`config.mk`:
```
export PLATFORM = sky130hd
export DESIGN_NAME = status_register_unit
export DESIGN_NICKNAME = d
export VERILOG_FILES = /design/src/rtl/status_register_unit_pkg.sv /design/src/rtl/status_register_unit_flag_calc.sv /design/src/rtl/status_register_unit.sv
export SDC_FILE = /design/constraint.sdc
export NUM_CORES = 1
export LEC_CHECK = 0
export ABC_AREA = 1
export CORE_MARGIN = 5
export CORE_UTILIZATION = 45
export CTS_BUF_LIST = sky130_fd_sc_hd__clkbuf_8
export CTS_CLUSTER_DIAMETER = 100
export DETAILED_ROUTE_END_ITERATION = 6
export PLACE_DENSITY = 0.9
export SLEW_MARGIN = 20
export SYNTH_ARGS = -nofsm -noshare
export SYNTH_HDL_FRONTEND = slang
export SYNTH_SLANG_ARGS = --single-unit
```
`constraint.sdc`:
```
create_clock -name clk -period 3.75 [get_ports clk]
set_input_delay 0.375 -clock clk [delete_from_list [all_inputs] [get_ports clk]]
set_output_delay 0.375 -clock clk [all_outputs]
set_load 0.05 [all_outputs]
```
`src/rtl/status_register_unit_pkg.sv`:
```
// ---------------------------------------------------------------------------
// status_register_unit_pkg
//
// Shared definitions for the status-flag writer path and its consumers.
//   - op_kind encodings (OP_NONE .. OP_SBC; encoding 7 is reserved and
//     behaves as OP_NONE).
//   - Flag bit positions inside the packed {z,c,n,v} status word, so the
//     condition checker and the writer agree on the packing.
//   - is_capture_op(): decides whether an instruction produces new flags,
//     ignoring the pipeline qualifiers (valid/flush/stall).
// ---------------------------------------------------------------------------
package status_register_unit_pkg;

    localparam logic [2:0] OP_NONE  = 3'd0;
    localparam logic [2:0] OP_ADD   = 3'd1;
    localparam logic [2:0] OP_SUB   = 3'd2;
    localparam logic [2:0] OP_LOGIC = 3'd3;
    localparam logic [2:0] OP_MSRF  = 3'd4;
    localparam logic [2:0] OP_ADC   = 3'd5;
    localparam logic [2:0] OP_SBC   = 3'd6;

    localparam int FLAG_Z = 3;
    localparam int FLAG_C = 2;
    localparam int FLAG_N = 1;
    localparam int FLAG_V = 0;

    // MSRF writes flags regardless of s_bit; every other flag-producing op
    // needs s_bit. NONE and the reserved encoding never write flags.
    function automatic logic is_capture_op(input logic s_bit, input logic [2:0] op);
        logic s_op;
        s_op = (op == OP_ADD) || (op == OP_SUB) || (op == OP_LOGIC) ||
               (op == OP_ADC) || (op == OP_SBC);
        return (s_bit && s_op) || (op == OP_MSRF);
    endfunction

endpackage

```
`src/rtl/status_register_unit_flag_calc.sv`:
```
// ---------------------------------------------------------------------------
// flag_calc
//
// Purely combinational flag generator for one EXE-stage instruction.
// Ports:
//   op_kind_i        op_kind encoding (see package)
//   operand_a_i      first ALU operand
//   operand_b_i      second ALU operand (post-shifter)
//   logic_result_i   ALU result, used for LOGIC
//   shifter_carry_i  shifter carry-out, used for LOGIC
//   msr_flags_i      direct {z,c,n,v} value for MSRF
//   cin_i            forwarded carry flag (for ADC/SBC)
//   vin_i            forwarded overflow flag (LOGIC keeps it)
//   flags_o          computed {z,c,n,v}
// ---------------------------------------------------------------------------
module flag_calc
    import status_register_unit_pkg::*;
#(
    parameter int DATA_W = 32
) (
    input  logic [2:0]        op_kind_i,
    input  logic [DATA_W-1:0] operand_a_i,
    input  logic [DATA_W-1:0] operand_b_i,
    input  logic [DATA_W-1:0] logic_result_i,
    input  logic              shifter_carry_i,
    input  logic [3:0]        msr_flags_i,
    input  logic              cin_i,
    input  logic              vin_i,
    output logic [3:0]        flags_o
);

    localparam int MSB = DATA_W - 1;

    logic              is_sub;
    logic              carry_in;
    logic [DATA_W-1:0] b_eff;
    logic [DATA_W:0]   sum;
    logic [DATA_W-1:0] res;
    logic              v_add;
    logic              v_sub;

    // One shared adder: subtraction is a + ~b + carry, where the carry is 1
    // for SUB (two's complement) and the forwarded carry for SBC.
    always_comb begin
        is_sub   = (op_kind_i == OP_SUB) || (op_kind_i == OP_SBC);
        b_eff    = is_sub ? ~operand_b_i : operand_b_i;
        carry_in = (op_kind_i == OP_ADD) ? 1'b0 :
                   (op_kind_i == OP_SUB) ? 1'b1 : cin_i;
        sum      = {1'b0, operand_a_i} + {1'b0, b_eff} + {{DATA_W{1'b0}}, carry_in};
        res      = sum[DATA_W-1:0];
        v_add    = (operand_a_i[MSB] == operand_b_i[MSB]) && (res[MSB] != operand_a_i[MSB]);
        v_sub    = (operand_a_i[MSB] != operand_b_i[MSB]) && (res[MSB] != operand_a_i[MSB]);
    end

    always_comb begin
        flags_o = 4'b0000;
        case (op_kind_i)
            OP_ADD, OP_ADC: begin
                flags_o[FLAG_Z] = (res == '0);
                flags_o[FLAG_C] = sum[DATA_W];
                flags_o[FLAG_N] = res[MSB];
                flags_o[FLAG_V] = v_add;
            end
            OP_SUB, OP_SBC: begin
                flags_o[FLAG_Z] = (res == '0);
                flags_o[FLAG_C] = sum[DATA_W];
                flags_o[FLAG_N] = res[MSB];
                flags_o[FLAG_V] = v_sub;
            end
            OP_LOGIC: begin
                flags_o[FLAG_Z] = (logic_result_i == '0);
                flags_o[FLAG_C] = shifter_carry_i;
                flags_o[FLAG_N] = logic_result_i[MSB];
                flags_o[FLAG_V] = vin_i;
            end
            OP_MSRF: begin
                flags_o = msr_flags_i;
            end
            default: begin
                flags_o = 4'b0000;
            end
        endcase
    end

endmodule

```
`src/rtl/status_register_unit.sv`:
```
// ---------------------------------------------------------------------------
// status_register_unit
//
// Computes {z,c,n,v} for flag-setting instructions leaving EXE, holds them in
// a one-entry pending stage, then commits them to the architectural status
// register. The pending value is forwarded so back-to-back producers and
// consumers see the youngest flags.
// Ports:
//   clk, rst_n        clock, asynchronous active-low reset
//   exe_valid         EXE instruction valid
//   exe_flush         EXE instruction squashed
//   stall             pipeline frozen, no capture
//   s_bit             instruction requests flag update
//   op_kind           operation kind (see package)
//   operand_a/b       ALU operands
//   logic_result      ALU result for LOGIC
//   shifter_carry     shifter carry-out for LOGIC
//   msr_flags         direct flags for MSRF
//   status_out        forwarded status word {z,c,n,v}
//   status_arch       committed status register
//   flags_hazard      pending stage holds uncommitted flags
// ---------------------------------------------------------------------------
module status_register_unit
    import status_register_unit_pkg::*;
#(
    parameter int DATA_W = 32
) (
    input  logic              clk,
    input  logic              rst_n,
    input  logic              exe_valid,
    input  logic              exe_flush,
    input  logic              stall,
    input  logic              s_bit,
    input  logic [2:0]        op_kind,
    input  logic [DATA_W-1:0] operand_a,
    input  logic [DATA_W-1:0] operand_b,
    input  logic [DATA_W-1:0] logic_result,
    input  logic              shifter_carry,
    input  logic [3:0]        msr_flags,
    output logic [3:0]        status_out,
    output logic [3:0]        status_arch,
    output logic              flags_hazard
);

    logic       capture;
    logic [3:0] calc_flags;

    logic       pend_valid_q;
    logic [3:0] pend_flags_q;
    logic [3:0] pend_flags_d;
    logic [3:0] sr_q;
    logic [3:0] sr_d;

    assign capture = exe_valid && !exe_flush && !stall && is_capture_op(s_bit, op_kind);

    // Carry and overflow inputs come from the forwarded word so that an
    // ADC/SBC/LOGIC right behind another producer uses its fresh flags.
    flag_calc #(
        .DATA_W (DATA_W)
    ) u_flag_calc (
        .op_kind_i       (op_kind),
        .operand_a_i     (operand_a),
        .operand_b_i     (operand_b),
        .logic_result_i  (logic_result),
        .shifter_carry_i (shifter_carry),
        .msr_flags_i     (msr_flags),
        .cin_i           (status_out[FLAG_C]),
        .vin_i           (status_out[FLAG_V]),
        .flags_o         (calc_flags)
    );

    // The pending entry is older than anything in EXE, so it commits
    // unconditionally, independent of stall and flush.
    always_comb begin
        pend_flags_d = capture ? calc_flags : pend_flags_q;
        sr_d         = pend_valid_q ? pend_flags_q : sr_q;
    end

    always_ff @(posedge clk or negedge rst_n) begin
        if (!rst_n) begin
            pend_valid_q <= 1'b0;
            pend_flags_q <= 4'b0000;
            sr_q         <= 4'b0000;
        end else begin
            pend_valid_q <= capture;
            pend_flags_q <= pend_flags_d;
            sr_q         <= sr_d;
        end
    end

    assign status_out   = pend_valid_q ? pend_flags_q : sr_q;
    assign status_arch  = sr_q;
    assign flags_hazard = pend_valid_q;

endmodule

```
==> run_results.csv, run 1 <==
group,metric,value,unit
route,ant_nets,0,
timing,finalHoldViolations,0,
clock_network,ctsHoldBuffers,0,
logic_synthesis,synth_warnings,0,
clock_network,cts_tree,"done",
timing,rsz0062_at_grt,"no",
timing,max_slew.worst_pin.slew,0.513,ns
setup_path,critical_path_class,"primary input to flip-flop",
finish,syn_to_final_growth,38.4,%
pwr,p_leak,2.75,nW
route,drt-initial-drc-count,197,
global_route,antenna_found_initial,0,
finish,drive_above_1_share,0.0624,
timing,slew_headroom,0.657,
floorplanning,dieWidth,98.8,um
logic_synthesis,synth_nets,814,
logic_synthesis,async_reset_ff_frac,1.00,
timing,hold-worst-slack,0.438,ns
clock_network,cts_buffer_depth,2,
pwr,power_density,246,nW/um^2
global_route,grt_max_degree,21,
floorplanning,chipHeight,98.8,um
finish,layout_common_cells,"254 x nand2_1, 127 x inv_1, 118 x clkdlybuf4s50_1",
status,outcome,"completed",
pwr,ir_worst_vdd,0.146,mV
global_route,grt_pass1_wl,18.3,mm
placement,place_inst,883,
clock_network,root_buffer,"clkbuf_8",
global_route,grt_pass1_vias,4176,
setup_path,crit_path_end_kind,"flip-flop",
clock_network,numCtsBuffers,3,
logic_synthesis,synth_ff_type,"dfrtp_1",
hold_path,hold_class,"primary input to asynchronous set/reset pin",
timing,fin_worst_skew,0.00349,ns
finish,mostFrequentLayoutCell,"nand2_1",
placement,hpwlAfterDp,10.2,mm
route,dr.pass1.iters,5,
route,vias,4356,
floorplanning,core,7690,um^2
placement,place_area,4840,um^2
logic_synthesis,synth_cells,667,
timing,fin_crit,3.37,ns
floorplanning,dieArea,9770,um^2
setup_path,crit_fanout,20,
floorplanning,ios,119,
timing,finalMaxSlewViolations,0,
floorplanning,initial_core_util,0.462,
global_route,overflow,0,
logic_synthesis,syn_area,3550,um^2
clock_network,clkSinkCount,9,
timing,max_freq,0.297,GHz
logic_synthesis,synth_edf_count,0,
setup_path,startpoint_type,"primary input",
placement,portBuffers,118,
timing,setup_tns,0,ns
flow_run,maxCapViolations,0,
logic_synthesis,synth_seq_area_share,0.0634,
placement,place_congestion,0.994,
finish,final_cells,887,
logic_synthesis,ys_ff_latch,9,
route,wl_per_cell,12.9,um
clock_network,clk_pin_slew,0.05,ns
finish,n_antenna_cell,0,
route,route.detailed.drc,0,
timing,final-setup-viol-count,0,
finish,nets,933,
setup_path,crit_arrival,3.54,ns
global_route,grt_usage,0.224,
route,routed_wl,11.4,mm
logic_synthesis,synthDistinctLibCells,38,
clock_network,cts_max_level,1,
setup_path,worstPathRequired,3.92,ns
finish,design_area,4910,um^2
floorplanning,rows,32,
route,viasPerCell,4.91,
timing,fin_crit_sh,0.899,
clock_network,clock_latency,0.23,ns
logic_synthesis,syn_area_per_cell,5.32,um^2
## cells by family after synthesis
group,synth area share
compound gates,0.0620
xor+xnor,0.0937
fa+ha+maj,0.135
buf+inv,0.150
flops,0.0634
mux,0.00634
simple gates,0.490
## critical path, stage by stage
cell	delay, ns
clkdlybuf4s50_1	0.53
inv_2	0.08
ha_4	0.19
buf_4	0.24
xor2_1	0.20
ha_1	0.37
nand2_2	0.15
inv_2	0.03
nand2_1	0.06
nand2_1	0.09
a21oi_2	0.21
nor2_1	0.10
nor2_1	0.17
nand3b_1	0.14
nand2_2	0.12
nand3_1	0.08
nor2_1	0.12
nand3_1	0.09
nand2_1	0.06
nand2_1	0.04
nand2_1	0.06
## worst paths after layout
path | start | to | slack [ns] | depth (start not counted)
setup / recovery | op_kind[0] | pend_flags_q[3]$_DFFE_PN0P_ | 0.38 | 21
min in group clk | pend_flags_q[0]$_DFFE_PN0P_ | pend_flags_q[0]$_DFFE_PN0P_ | 0.47 | 2
setup reg to reg | flags_hazard$_DFF_PN0_ | pend_flags_q[3]$_DFFE_PN0P_ | 0.53 | 24
hold reg to reg | pend_flags_q[0]$_DFFE_PN0P_ | pend_flags_q[0]$_DFFE_PN0P_ | 0.47 | 2
max in group asynchronous | rst_n | pend_flags_q[2]$_DFFE_PN0P_ | 3.02 | 1
hold / removal | rst_n | status_arch[1]$_DFF_PN0_ | 0.44 | 1
## power by group
group	switching (mW)	internal, mW	leakage (nW)
clock	0.0389	0.0713	0.0269
sequential	0.0108	0.117	0.118
combinational	0.581	0.388	2.61
total	0.631	0.576	2.75
## state kept, by name, summed over array words and instances (netlist names)
register	count
flags_hazard	1
pend_flags_q	4
status_arch	4
## synth_stat cells (2+ instances only)
cell type / n / area, um^2
nand2_1: 254 / 953
inv_1: 127 / 477
nor2_1: 53 / 199
nand3_1: 37 / 185
ha_1: 35 / 438
xor2_1: 34 / 298
a21oi_1: 22 / 110
nand2_2: 17 / 106
dfrtp_1: 9 / 225
nand4_1: 9 / 56.3
nor4_1: 8 / 50.1
o21ai_0: 8 / 40.0
nor2_2: 6 / 37.5
inv_2: 5 / 18.8
nand3b_1: 5 / 37.5
xnor2_1: 4 / 35.0
and2_1: 3 / 18.8
buf_2: 3 / 15.0
nor3_1: 3 / 15.0
a22oi_1: 2 / 15.0
buf_4: 2 / 15.0
fa_1: 2 / 40.0
mux2_2: 2 / 22.5
nor2_4: 2 / 22.5
nor3_2: 2 / 20.0
## final cells by class
| type | instances | area, um^2 |
|---|---|---|
| multi-input combinational | 519 | 2820 |
| fill | 762 | 2770 |
| timing repair buffer | 120 | 1200 |
| inverter | 133 | 499 |
| sequential | 9 | 225 |
| tap | 102 | 128 |
| clock buffer | 3 | 41.3 |
| clock inverter | 1 | 3.75 |
## what timing repair did
| item | CTS | global route |
|---|---|---|
| hold endpoints to repair | 0 | 0 |
| setup endpoints to repair | 0 | 1 |
| resized for setup | 0 | 5 |
| buffers inserted | 0 | 0 |
## routing by layer
| metal | vias up | global-route usage | share of wire |
|---|---|---|---|
| li1 | 2275 | - | - |
| met1 | 1896 | 0.265 | 0.43 |
| met5 | - | 0 | 0 |
| met2 | 159 | 0.418 | 0.48 |
| met3 | 26 | 0.0354 | 0.069 |
| met4 | 0 | 0.0546 | 0.022 |
## metrics by stage
stage | util | power (mW) | setup WS (ns)
after floorplan | - | 0.776 | 0.625
after CTS | 0.636 | 1.20 | 0.320
after global routing | 0.639 | 1.33 | 0.0325
after global placement | 0.630 | 1.07 | 0.123
final | 0.639 | 1.21 | 0.380
after detailed placement | 0.630 | 1.09 | 0.0982
Note: power is estimated with default switching activity, not from simulation.
==> run 2, diff against run 1 <==
--- a/config.mk
+++ b/config.mk
@@ -11,8 +11,9 @@
 export CTS_BUF_LIST = sky130_fd_sc_hd__clkbuf_8
 export CTS_CLUSTER_DIAMETER = 100
 export DETAILED_ROUTE_END_ITERATION = 6
-export PLACE_DENSITY = 0.9
+export PLACE_DENSITY = 0.79
 export SLEW_MARGIN = 20
 export SYNTH_ARGS = -nofsm -noshare
 export SYNTH_HDL_FRONTEND = slang
+export SYNTH_HIERARCHICAL = 1
 export SYNTH_SLANG_ARGS = --single-unit
==> run 2 against run 1 <==
Sequential cell count unchanged; non-clock buffer count increased by 1; power increased by 1.7%; sequential share of layout area unchanged; routed wire length decreased by 2.5%; hold slack got worse by 0.00065 ns; clock skew decreased by 0.0015 ns; worst setup slack improved by 0.022 ns; largest cell class unchanged.
==> run_results.csv, run 2 <==
group,metric,value,unit
logic_synthesis,synth_top_area_frac,0.284,
logic_synthesis,synth_compound_area_frac,0.0625,
placement,hpwlAfterDp,9.90,mm
route,drt-initial-drc-count,228,
clock_network,clkSinkCount,9,
route,ant_nets,0,
timing,max_slew.worst_pin.slew,0.514,ns
logic_synthesis,synthSimpleGateAreaFrac,0.505,
timing,max_freq,0.299,GHz
timing,fin_worst_skew,0.00201,ns
clock_network,clock_latency,0.24,ns
pwr,ir_worst_vdd,0.0961,mV
logic_synthesis,syn_area_per_cell,5.27,um^2
floorplanning,dieArea,9700,um^2
setup_path,critical_path_class,"primary input to flip-flop",
global_route,grt_usage,0.227,
global_route,overflow,0,
logic_synthesis,synth_edf_count,0,
finish,drive_above_1_share,0.0469,
route,viasPerCell,4.92,
logic_synthesis,synthXorXnorAreaFrac,0.0795,
route,wl_per_cell,12.5,um
logic_synthesis,synth_nets,816,
pwr,power_density,250,nW/um^2
timing,slew_headroom,0.656,
finish,nets,937,
placement,place_congestion,0.935,
logic_synthesis,synthDistinctLibCells,33,
route,vias,4383,
finish,mostFrequentLayoutCell,"nand2_1",
setup_path,critical-path-top-delay-family,"simple AND/OR/NAND/NOR gates",
timing,fin_crit_sh,0.893,
logic_synthesis,synth_seq_area_share,0.0639,
floorplanning,ios,119,
global_route,grt_pass1_wl,18.6,mm
global_route,grt_pass1_vias,4157,
flow_run,maxCapViolations,0,
clock_network,post-cts-setup-buffers,0,
setup_path,max_stage_delay,0.48,ns
logic_synthesis,synth_ff_type,"dfrtp_1",
setup_path,worstPathRequired,3.93,ns
setup_path,path_buf_inv,5,
finish,syn_to_final_growth,39.5,%
timing,finalHoldViolations,0,
setup_path,startpoint_type,"primary input",
setup_path,cp_slowest_cell,"clkdlybuf4s50_1",
timing,fin_crit,3.35,ns
floorplanning,rows,32,
timing,hold-worst-slack,0.437,ns
clock_network,cts_tree,"done",
clock_network,cts_max_level,1,
logic_synthesis,synthTopCellsByArea,"nand2_1 28%, inv_1 13%, ha_1 12%",
logic_synthesis,synthTopCellsByCount,"267 x nand2_1, 121 x inv_1, 53 x nor2_1",
logic_synthesis,yosysTopAreaCell,"nand2_1",
global_route,antenna_found_initial,0,
setup_path,crit_arrival,3.53,ns
hold_path,hold_class,"primary input to asynchronous set/reset pin",
floorplanning,initial_core_util,0.458,
timing,finalMaxSlewViolations,0,
placement,portBuffers,118,
clock_network,clk_pin_slew,0.05,ns
logic_synthesis,synthMuxAreaShare,0.0128,
clock_network,numCtsBuffers,3,
logic_synthesis,synth_warnings,6,
pwr,p_leak,2.76,nW
logic_synthesis,yosys.cell_count.top_type,"nand2_1",
route,route.detailed.drc,0,
global_route,grt_max_degree,32,
timing,setup_tns,0,ns
setup_path,crit_path_end_kind,"flip-flop",
floorplanning,dieWidth,98.5,um
setup_path,crit_fanout,31,
clock_network,root_buffer,"clkbuf_8",
clock_network,cts_buffer_depth,2,
finish,layout_common_cells,"267 x nand2_1, 121 x inv_1, 117 x clkdlybuf4s50_1",
finish,n_antenna_cell,0,
setup_path,cpMostUsedCell,"nand2_1",
setup_path,path_cells,"clkdlybuf4s50_1 > inv_1 > ha_4 > buf_12 > xor2_1 > ha_1 > nand2_1 > inv_2 > nand2_1 > inv_1 > a21oi_1 > nand2_1 > nand2_1 > nand2_1 > nor2_1 > nand2_1 > nor2_1 > nand3_1 > nor2_1 > nand2_1 > nand2_1 > nand3_1 > nand2_1",
clock_network,cts-resized-gates,0,
logic_synthesis,ys_ff_latch,9,
clock_network,ctsHoldBuffers,0,
logic_synthesis,synth_cells,669,
logic_synthesis,synthAdderAreaFrac,0.136,
timing,final-setup-viol-count,0,
logic_synthesis,synth_top_family_by_area,"simple AND/OR/NAND/NOR gates",
status,outcome,"completed",
route,dr.pass1.iters,5,
logic_synthesis,syn_area,3520,um^2
floorplanning,chipHeight,98.5,um
route,routed_wl,11.1,mm
floorplanning,core,7690,um^2
logic_synthesis,async_reset_ff_frac,1.00,
timing,rsz0062_at_grt,"no",
==> run 2: worst paths after layout <==
path,startpoint,to,slack (ns),cells after the start
setup / recovery,op_kind[0],pend_flags_q[3]$_DFFE_PN0P_,0.40,23
hold / removal,rst_n,status_arch[1]$_DFF_PN0_,0.44,1
setup reg to reg,flags_hazard$_DFF_PN0_,pend_flags_q[3]$_DFFE_PN0P_,0.55,24
hold reg to reg,pend_flags_q[3]$_DFFE_PN0P_,pend_flags_q[3]$_DFFE_PN0P_,0.48,2
max in group asynchronous,rst_n,pend_flags_q[3]$_DFFE_PN0P_,3.02,1
min in group clk,pend_flags_q[3]$_DFFE_PN0P_,pend_flags_q[3]$_DFFE_PN0P_,0.48,2
==> run 2: metrics by stage <==
| stage | power [mW] | instances | setup slack (ns) | area (um^2) | utilization |
|---|---|---|---|---|---|
| floorplan | 0.779 | 669 | 0.454 | 3520 | - |
| global placement | 1.09 | 887 | 0.102 | 4840 | 0.630 |
| detailed placement | 1.10 | 887 | 0.0279 | 4840 | 0.630 |
| CTS | 1.23 | 891 | 0.261 | 4890 | 0.636 |
| global route | 1.36 | 891 | 0.0282 | 4910 | 0.639 |
| finish | 1.23 | 891 | 0.402 | 4910 | 0.639 |
==> run 2: kinds of logic (layout without fill, tap and decap cells) <==
kind of cell             count (synthesis)  after routing
buffers and inverters                  130            250
adder cells (fa/ha/maj)                 37             37
flip-flops                               9              9
AND/OR/NAND/NOR                        417            417
multiplexers                             4              4
XOR/XNOR                                32             32
AO/OA/AOI/OAI                           40             40
==> run 2: layout make-up <==
type | count | area, um^2
Multi-Input combinational cell | 530 | 2830
Fill cell | 778 | 2770
Timing Repair Buffer | 121 | 1220
Inverter | 125 | 469
Sequential cell | 9 | 225
Tap cell | 102 | 128
Clock buffer | 3 | 41.3
Clock inverter | 1 | 5.00
==> run 2: where the power goes <==
part / leakage (nW) / internal (mW) / switching, mW
clock: 0.0255 / 0.0729 / 0.0446
combinational: 2.62 / 0.395 / 0.584
sequential: 0.120 / 0.119 / 0.0117
==> run 2: metal layers <==
metal  track usage  up-vias  part of all wire
met5             0        -                 0
met4        0.0546        0             0.014
met3        0.0368       10             0.071
met2         0.399      146              0.47
met1         0.289     1916              0.45
li1              -     2311                 -
